--- src/rtl/sram_bus_pkg.sv ---
// ============================================================================
// sram_bus_pkg: shared encodings for the SRAM pin-bus master (rev 1.0)
// ============================================================================
`default_nettype none

package sram_bus_pkg;

  localparam logic [1:0] ST_IDLE   = 2'd0;
  localparam logic [1:0] ST_SETUP  = 2'd1;
  localparam logic [1:0] ST_STROBE = 2'd2;
  localparam logic [1:0] ST_HOLD   = 2'd3;

  localparam logic PIN_ACTIVE   = 1'b0;
  localparam logic PIN_INACTIVE = 1'b1;

  localparam int UB_BIT = 1;
  localparam int LB_BIT = 0;

  // Counter preload for a phase of 'count' cycles; 0 and 1 both give a one-cycle phase.
  function automatic logic [2:0] phase_load(input int count);
    if (count <= 1) return 3'd0;
    else            return 3'(count - 1);
  endfunction

endpackage

`default_nettype wire

--- src/rtl/sram_phase_counter.sv ---
// ============================================================================
// sram_phase_counter: 3-bit loadable down-counter with zero flag (rev 1.0)
// ============================================================================
`default_nettype none

module sram_phase_counter (
  input  logic       clk,
  input  logic       reset,
  input  logic       load,
  input  logic [2:0] load_val,
  output logic       zero
);

  logic [2:0] cnt_q;
  logic [2:0] cnt_d;

  always_comb begin
    cnt_d = cnt_q;
    if (load)                cnt_d = load_val;
    else if (cnt_q != 3'd0)  cnt_d = cnt_q - 3'd1;
  end

  always_ff @(posedge clk) begin
    if (reset) cnt_q <= 3'd0;
    else       cnt_q <= cnt_d;
  end

  assign zero = (cnt_q == 3'd0);

endmodule

`default_nettype wire

--- src/rtl/sram_bus_master.sv ---
// ============================================================================
// sram_bus_master: valid/ready requests to timed active-low SRAM pin cycles (rev 1.0)
// ============================================================================
`default_nettype none

module sram_bus_master
  import sram_bus_pkg::*;
#(
  parameter int ADDR_W     = 18,
  parameter int DATA_W     = 16,
  parameter int SETUP_CYC  = 1,
  parameter int STROBE_CYC = 2,
  parameter int HOLD_CYC   = 1
) (
  input  logic              clk,
  input  logic              reset,
  input  logic              req_valid,
  output logic              req_ready,
  input  logic              req_we,
  input  logic [ADDR_W-1:0] req_addr,
  input  logic [1:0]        req_be,
  input  logic [DATA_W-1:0] req_wdata,
  output logic              rsp_valid,
  output logic [DATA_W-1:0] rsp_rdata,
  output logic              RAMCS,
  output logic              RAMOE,
  output logic              RAMWE,
  output logic              RAMLB,
  output logic              RAMUB,
  output logic [ADDR_W-1:0] ADR,
  output logic [DATA_W-1:0] sram_pins_dout,
  input  logic [DATA_W-1:0] sram_pins_din,
  output logic              sram_pins_drive
);

  localparam logic [2:0] SETUP_LD  = phase_load(SETUP_CYC);
  localparam logic [2:0] STROBE_LD = phase_load(STROBE_CYC);
  localparam logic [2:0] HOLD_LD   = phase_load(HOLD_CYC);

  logic [1:0]        state_q, state_d;
  logic              we_q, we_d;
  logic [1:0]        be_q, be_d;
  logic [ADDR_W-1:0] adr_q, adr_d;
  logic [DATA_W-1:0] dout_q, dout_d;
  logic [DATA_W-1:0] rdata_q, rdata_d;
  logic              ramcs_q, ramcs_d, ramoe_q, ramoe_d, ramwe_q, ramwe_d;
  logic              ramlb_q, ramlb_d, ramub_q, ramub_d;
  logic              drive_q, drive_d, rsp_valid_q, rsp_valid_d;
  logic              accept, active, load, zero;
  logic [2:0]        load_val;

  sram_phase_counter u_phase_counter (
    .clk      (clk),
    .reset    (reset),
    .load     (load),
    .load_val (load_val),
    .zero     (zero)
  );

  assign req_ready = (state_q == ST_IDLE) && !reset;
  assign accept    = req_valid && req_ready;

  always_comb begin
    state_d = state_q;
    case (state_q)
      ST_IDLE:   if (accept) state_d = (SETUP_CYC > 0) ? ST_SETUP : ST_STROBE;
      ST_SETUP:  if (zero)   state_d = ST_STROBE;
      ST_STROBE: if (zero)   state_d = (HOLD_CYC > 0) ? ST_HOLD : ST_IDLE;
      ST_HOLD:   if (zero)   state_d = ST_IDLE;
      default:               state_d = ST_IDLE;
    endcase

    load = (state_d != state_q) && (state_d != ST_IDLE);
    case (state_d)
      ST_SETUP:  load_val = SETUP_LD;
      ST_STROBE: load_val = STROBE_LD;
      ST_HOLD:   load_val = HOLD_LD;
      default:   load_val = 3'd0;
    endcase

    // Reads with no lanes selected still fetch the full word.
    we_d   = accept ? req_we : we_q;
    be_d   = accept ? ((req_we || (req_be != 2'b00)) ? req_be : 2'b11) : be_q;
    adr_d  = accept ? req_addr : adr_q;
    dout_d = (accept && req_we) ? req_wdata : dout_q;

    // Pins are registered from the next-state view so each phase's levels appear on entry.
    active   = (state_d != ST_IDLE);
    ramcs_d  = active ? PIN_ACTIVE : PIN_INACTIVE;
    ramoe_d  = ((state_d == ST_STROBE) && !we_d) ? PIN_ACTIVE : PIN_INACTIVE;
    ramwe_d  = ((state_d == ST_STROBE) && we_d && (be_d != 2'b00)) ? PIN_ACTIVE : PIN_INACTIVE;
    ramlb_d  = (active && be_d[LB_BIT]) ? PIN_ACTIVE : PIN_INACTIVE;
    ramub_d  = (active && be_d[UB_BIT]) ? PIN_ACTIVE : PIN_INACTIVE;
    drive_d  = active && we_d;

    rsp_valid_d = (state_q != ST_IDLE) && (state_d == ST_IDLE);
    rdata_d     = ((state_q == ST_STROBE) && zero && !we_q) ? sram_pins_din : rdata_q;
  end

  always_ff @(posedge clk) begin
    if (reset) begin
      state_q     <= ST_IDLE;
      we_q        <= 1'b0;
      be_q        <= 2'b00;
      adr_q       <= '0;
      dout_q      <= '0;
      rdata_q     <= '0;
      ramcs_q     <= PIN_INACTIVE;
      ramoe_q     <= PIN_INACTIVE;
      ramwe_q     <= PIN_INACTIVE;
      ramlb_q     <= PIN_INACTIVE;
      ramub_q     <= PIN_INACTIVE;
      drive_q     <= 1'b0;
      rsp_valid_q <= 1'b0;
    end else begin
      state_q     <= state_d;
      we_q        <= we_d;
      be_q        <= be_d;
      adr_q       <= adr_d;
      dout_q      <= dout_d;
      rdata_q     <= rdata_d;
      ramcs_q     <= ramcs_d;
      ramoe_q     <= ramoe_d;
      ramwe_q     <= ramwe_d;
      ramlb_q     <= ramlb_d;
      ramub_q     <= ramub_d;
      drive_q     <= drive_d;
      rsp_valid_q <= rsp_valid_d;
    end
  end

  assign RAMCS           = ramcs_q;
  assign RAMOE           = ramoe_q;
  assign RAMWE           = ramwe_q;
  assign RAMLB           = ramlb_q;
  assign RAMUB           = ramub_q;
  assign ADR             = adr_q;
  assign sram_pins_dout  = dout_q;
  assign sram_pins_drive = drive_q;
  assign rsp_valid       = rsp_valid_q;
  assign rsp_rdata       = rdata_q;

endmodule

`default_nettype wire

--- config.mk ---
export PLATFORM = sky130hd
export DESIGN_NAME = sram_bus_master
export DESIGN_NICKNAME = d
export VERILOG_FILES = /design/src/rtl/sram_bus_pkg.sv /design/src/rtl/sram_phase_counter.sv /design/src/rtl/sram_bus_master.sv
export SDC_FILE = /design/constraint.sdc
export NUM_CORES = 1
export LEC_CHECK = 0
export ABC_CLOCK_PERIOD_IN_PS = 2450
export CAP_MARGIN = 5
export CORE_ASPECT_RATIO = 0.9
export CORE_MARGIN = 2
export CORE_UTILIZATION = 42
export CTS_CLUSTER_SIZE = 14
export DETAILED_ROUTE_END_ITERATION = 8
export PLACE_DENSITY = 0.8
export SYNTH_ARGS = -nofsm -noshare
export SYNTH_HDL_FRONTEND = slang
export SYNTH_SLANG_ARGS = --single-unit
--- constraint.sdc ---
create_clock -name clk -period 2.45 [get_ports clk]
set_clock_uncertainty 0.1 [all_clocks]
set_input_delay 0.245 -clock clk [delete_from_list [all_inputs] [get_ports clk]]
set_output_delay 0.245 -clock clk [all_outputs]
set_load 0.02 [all_outputs]
==> qor.yml, run 1 <==
worst_hold_path:
  hp-class: "in2reg"
yosys:
  syn_nets: 357
  postSynthAreaPerCell_um2: 8.620
  syn_inst: 299
  netlist_area_um2: 2577
  ys_seq_area_frac: 0.5049
  ys_types: 35
  synthXorXnorAreaFrac: 0.003398
  ys.warnings.count: 0
  yosys.area_share.simple: 0.2646
  synthFlopType: "dfxtp_1"
  synth_top_family_by_area: "simple AND/OR/NAND/NOR gates"
  synth_mux_area_frac: 0.003883
  synth_compound_area_frac: 0.1500
  synthAdderAreaFrac: 0.009709
  synth_edf_count: 0
  synth_seq_cells: 65
  ys_async_sr_fraction: 0
sta:
  setup_violations: 0
  rsz0062_at_grt: "no"
  fin_setup_tns_ns: 0
  worst_pin_slew_ns: 0.6277
  max_slew_margin: 0.5810
  fmax_mhz: 499.7
  fin_crit_sh: 0.8168
  period_needed_ns: 2.001
  drv_slew: 0
  finalHoldViolCount: 0
global_routing:
  gr-total-overflow: 0
  grt_max_degree: 28
  antenna_found_initial: 0
  grt_use_total: 0.2082
  grt_pass1_wl_um: 11130
  grt_pass1_vias: 2355
place:
  io_buffers: 113
  place.gp.congestion: 0.7636
  dpl_cell_area_um2: 3741
  dp_hpwl_um: 4795
critical_path:
  slowest_stage: "clkdlybuf4s50_1"
  rrSetupSlack_ns: 0.55
  critical_path_class: "reg2out"
  crit_path_end_kind: "output port"
  start_kind: "flip-flop"
  crit_family: "buffers and inverters"
  critical_path.cell_chain: "nor3_1, clkdlybuf4s50_1"
  cpPeakStageDelay_ns: 0.62
  crit_required_ns: 2.11
  path_max_fanout: 15
  arrival_ns: 1.66
  crit_buf_inv: 1
clocking:
  h-tree-depth: 3
  cts_sinks: 65
  post_cts_buffers: 0
  tritoncts: "built"
  clk_pin_slew_ns: 0.07
  cts_max_path_buffers: 2
  cts_resized: 0
  cts_buffers: 9
  clk_latency_ns: 0.33
  clockRootBuffer: "clkbuf_8"
  hold_buffers: 0
drt:
  drt_iter0_markers: 95
  ant_nets: 0
  vias: 2529
  route.detailed.drc: 0
  detail_route.wl_per_cell_um: 14.40
  via_per_inst: 5.247
  finalWirelength_um: 6943
  firstDrtPassIters: 4
power:
  irDropWorstVdd_mv: 0.4537
  total_power_mw: 3.465
  power_frac_seq: 0.399
  power.density_nw_per_um2: 881.8
  p_int_mw: 2.307
  p_switching_mw: 1.159
  sw_frac_of_total: 0.3343
  clkPwrFrac: 0.252
  leakagePower_nw: 1.461
  comb_power_share: 0.349
status:
  outcome: "complete, no violations"
floorplanning:
  initial_core_util: 0.4286
  die_area_um2: 6781
  die_y_um: 78.32
  fp-row-count: 27
  ios: 114
  dieWidth_um: 86.58
  core_um2: 6013
final_layout:
  layout_common_cells: "clkdlybuf4s50_1, dfxtp_1, nand2_1"
  nets: 463
  area_delta_synth_final_pct: 52.48
  layout_commonest_cell: "clkdlybuf4s50_1"
  final_area_um2: 3930
  n_antenna_cell: 0
  drive_gt1_frac: 0.07317
  final_util: 0.6536
run:
  max-cap-violations: 0
routing by layer:
metal	vias up	global-route usage	routed length, um
met1	1180	0.2544	3038
met4	0	0.06094	63
met5	-	0	0
met2	95	0.3300	3300
met3	4	0.09359	539
li1	1250	-	-
cell type report:
cell class / instances / area, um^2
multi-input cells: 201 / 1121
clock inverters: 3 / 40.04
well taps: 72 / 90.09
flip-flops and latches: 65 / 1301
clock buffers: 13 / 148.9
repair buffers: 122 / 1206
inverters: 6 / 22.52
fillers: 509 / 2083
synthesized netlist by cell type (2+ instances only):
| master | count | area, um^2 |
|---|---|---|
| dfxtp_1 | 65 | 1301 |
| nand2_1 | 39 | 146.4 |
| a21oi_1 | 35 | 175.2 |
| nand3_1 | 33 | 165.2 |
| o21ai_0 | 21 | 105.1 |
| nand3b_1 | 19 | 142.6 |
| clkbuf_1 | 15 | 56.30 |
| o21ai_1 | 11 | 55.05 |
| buf_2 | 8 | 40.04 |
| nor2_1 | 8 | 30.03 |
| inv_1 | 6 | 22.52 |
| buf_6 | 4 | 45.04 |
| nor3_1 | 4 | 20.02 |
| nand2b_1 | 3 | 18.77 |
| nor2b_1 | 3 | 18.77 |
| a311oi_1 | 2 | 17.52 |
| ha_1 | 2 | 25.02 |
| nand4_1 | 2 | 12.51 |
| nor3_2 | 2 | 20.02 |
| or3b_1 | 2 | 17.52 |
state kept, by name, indices dropped and copies added (netlist names):
name and cells:
state_q 2, u_phase_counter.cnt_q 3, sram_pins_dout 16, sram_pins_drive 1, we_q 1, ADR 18, RAMOE 1, RAMWE 1
be_q 2, RAMUB 1, rsp_valid 1, rsp_rdata 16, RAMCS 1, RAMLB 1
through the flow:
step / std cells / hold WS [ns] / worst slack (ns)
floorplan: 299 / 0.2440 / 0.6678
global placement: 466 / 0.3591 / 0.3771
detailed placement: 466 / 0.3642 / 0.3480
CTS: 482 / 0.1120 / 0.4317
global route: 482 / 0.1300 / 0.3687
finish: 482 / 0.1356 / 0.4490
power by group through the flow:
stage          Sequential, mW  Combinational, mW  Clock, mW
6_report                 1.38               1.21      0.873
5_1_grt                  1.40               1.32      0.959
4_1_cts                  1.38               1.22      0.908
3_5_place_dp             1.40               1.21          0
3_3_place_gp             1.39               1.19          0
2_1_floorplan            1.50              0.596          0
path summary, 6_finish.rpt:
check | startpoint | endpoint | cells after the start
hold reg to reg | ADR[10] | ADR[10] | 2
setup reg to reg | state_q[0] | RAMUB | 4
setup / recovery | state_q[0] | req_ready | 2
hold / removal | reset | rsp_valid | 2
kinds of logic after synthesis:
logic type / after synthesis
multiplexers: 1
adder cells (fa/ha/maj): 2
XOR/XNOR: 1
AO/OA/AOI/OAI: 73
AND/OR/NAND/NOR: 124
buffers and inverters: 33
flip-flops: 65
Power figures use the tool's default switching activity.
==> run 2, diff against run 1 <==
- ABC_CLOCK_PERIOD_IN_PS: 2450 -> 1800
- CORE_UTILIZATION: 42 -> 38
- PLACE_DENSITY: 0.8 -> 0.77
- clock period: 2.45 -> 1.8 ns (I/O delays scaled with it)
==> qor.yml, run 2 (same netlist as run 1, synthesis figures left out) <==
critical_path:
  arrival_ns: 1.86
  crit_family: "simple AND/OR/NAND/NOR gates"
  critical_path_class: "reg2reg"
  critical_path.cell_chain: "buf_4, nor4b_4, buf_4, nand3_1, a21oi_1"
  crit_top_cell: "buf_4"
  crit_buf_inv: 2
  start_kind: "flip-flop"
  slowest_stage: "nor4b_4"
  path_max_fanout: 20
  cpPeakStageDelay_ns: 0.44
  crit_path_end_kind: "flip-flop"
  crit_required_ns: 1.96
floorplanning:
  die_y_um: 82.13
  dieWidth_um: 90.81
  fp-row-count: 28
  initial_core_util: 0.3913
  ios: 114
  die_area_um2: 7458
  core_um2: 6586
final_layout:
  nets: 472
  largest_register_ffs: 18
  final_cells: 509
  n_antenna_cell: 0
  area_delta_synth_final_pct: 56.31
  layout_common_cells: "clkdlybuf4s50_1, dfxtp_1, nand2_1"
  drive_gt1_frac: 0.1026
  layout_commonest_cell: "clkdlybuf4s50_1"
clocking:
  clk_pin_slew_ns: 0.08
  cts_sinks: 65
  tritoncts: "built"
  clockRootBuffer: "clkbuf_8"
  cts_max_path_buffers: 2
  h-tree-depth: 3
  post_cts_buffers: 0
  cts_buffers: 9
  clk_latency_ns: 0.33
drt:
  vias: 2535
  met2_wirelength_um: 3291
  route.detailed.drc: 0
  drt-met1-wl_um: 3128
  wl_met3_um: 428
  firstDrtPassIters: 5
  detail_route.wl_per_cell_um: 13.63
  ant_nets: 0
  topRoutingLayerUsed: "met4"
  finalWirelength_um: 6938
  drt_iter0_markers: 110
  via_per_inst: 4.980
sta:
  fin_crit_sh: 0.9420
  rsz0062_at_grt: "no"
  hold_ws_ns: 0.04768
  fmax_mhz: 589.7
  finalHoldViolCount: 0
  setup_violations: 0
  worst_pin_slew_ns: 0.5566
  max_slew_margin: 0.6285
  drv_slew: 0
  period_needed_ns: 1.696
global_routing:
  gr-total-overflow: 0
  grt_use_total: 0.1840
  grt_pass1_vias: 2383
  grt_pass1_wl_um: 11050
  grt_max_degree: 44
  antenna_found_initial: 0
run:
  max-cap-violations: 0
power:
  irDropWorstVdd_mv: 0.5622
  power.density_nw_per_um2: 1195
  leakagePower_nw: 1.504
place:
  dp_hpwl_um: 5021
  io_buffers: 113
  place.gp.congestion: 0.7255
  place_inst: 493
worst_hold_path:
  hp-class: "in2reg"
status:
  outcome: "complete, no violations"
-- run 2: power breakdown --
group          leakage [nW]  switching [mW]  total (mW)  internal (mW)
sequential            0.530           0.140        1.82           1.68
clock                0.0996           0.580        1.23          0.650
combinational         0.875           0.933        1.76          0.832
total                  1.50            1.65        4.81           3.16
-- run 2: path summary, 6_finish.rpt --
| check | start | endpoint | slack [ns] | cells after the start |
|---|---|---|---|---|
| worst max-delay path | state_q[0] | sram_pins_dout[3] | 0.10 | 5 |
| worst min-delay path | reset | rsp_valid | 0.05 | 2 |
| worst max register to register | state_q[0] | sram_pins_dout[3] | 0.10 | 5 |
| worst min register to register | ADR[13] | ADR[13] | 0.38 | 2 |
-- run 2: what timing repair did --
action | 4_1_cts | 5_1_grt
setup endpoints to repair | 1 | 2
gates resized for setup | 1 | 1
hold buffers | 0 | 0
-- run 2: stage by stage --
step	setup TNS, ns	total power, mW	utilization	setup WS, ns	area (um^2)
detailed placement	-2.410	3.618	0.5798	-0.1770	3819
finish	0	4.813	0.6117	0.1043	4029
global placement	-0.8407	3.570	0.5798	-0.1235	3819
floorplan	0	2.852	-	0.01782	2577
global route	0	5.105	0.6117	0.008288	4029
CTS	0	4.860	0.6108	0.005949	4023
-- run 2: layer usage --
metal	vias up	global-route usage
met5	-	0
met4	0	0.07727
met3	5	0.04628
met2	85	0.3149
met1	1177	0.2254
li1	1268	-
-- run 2: cell type report --
type                       instances  area, um^2
clock buffer                       9       123.9
clock inverter                     7       81.33
fill                             630        2557
inverter                           6       22.52
multi-input combinational        201        1127
sequential                        65        1301
tap                               90       112.6
timing repair buffer             131        1260
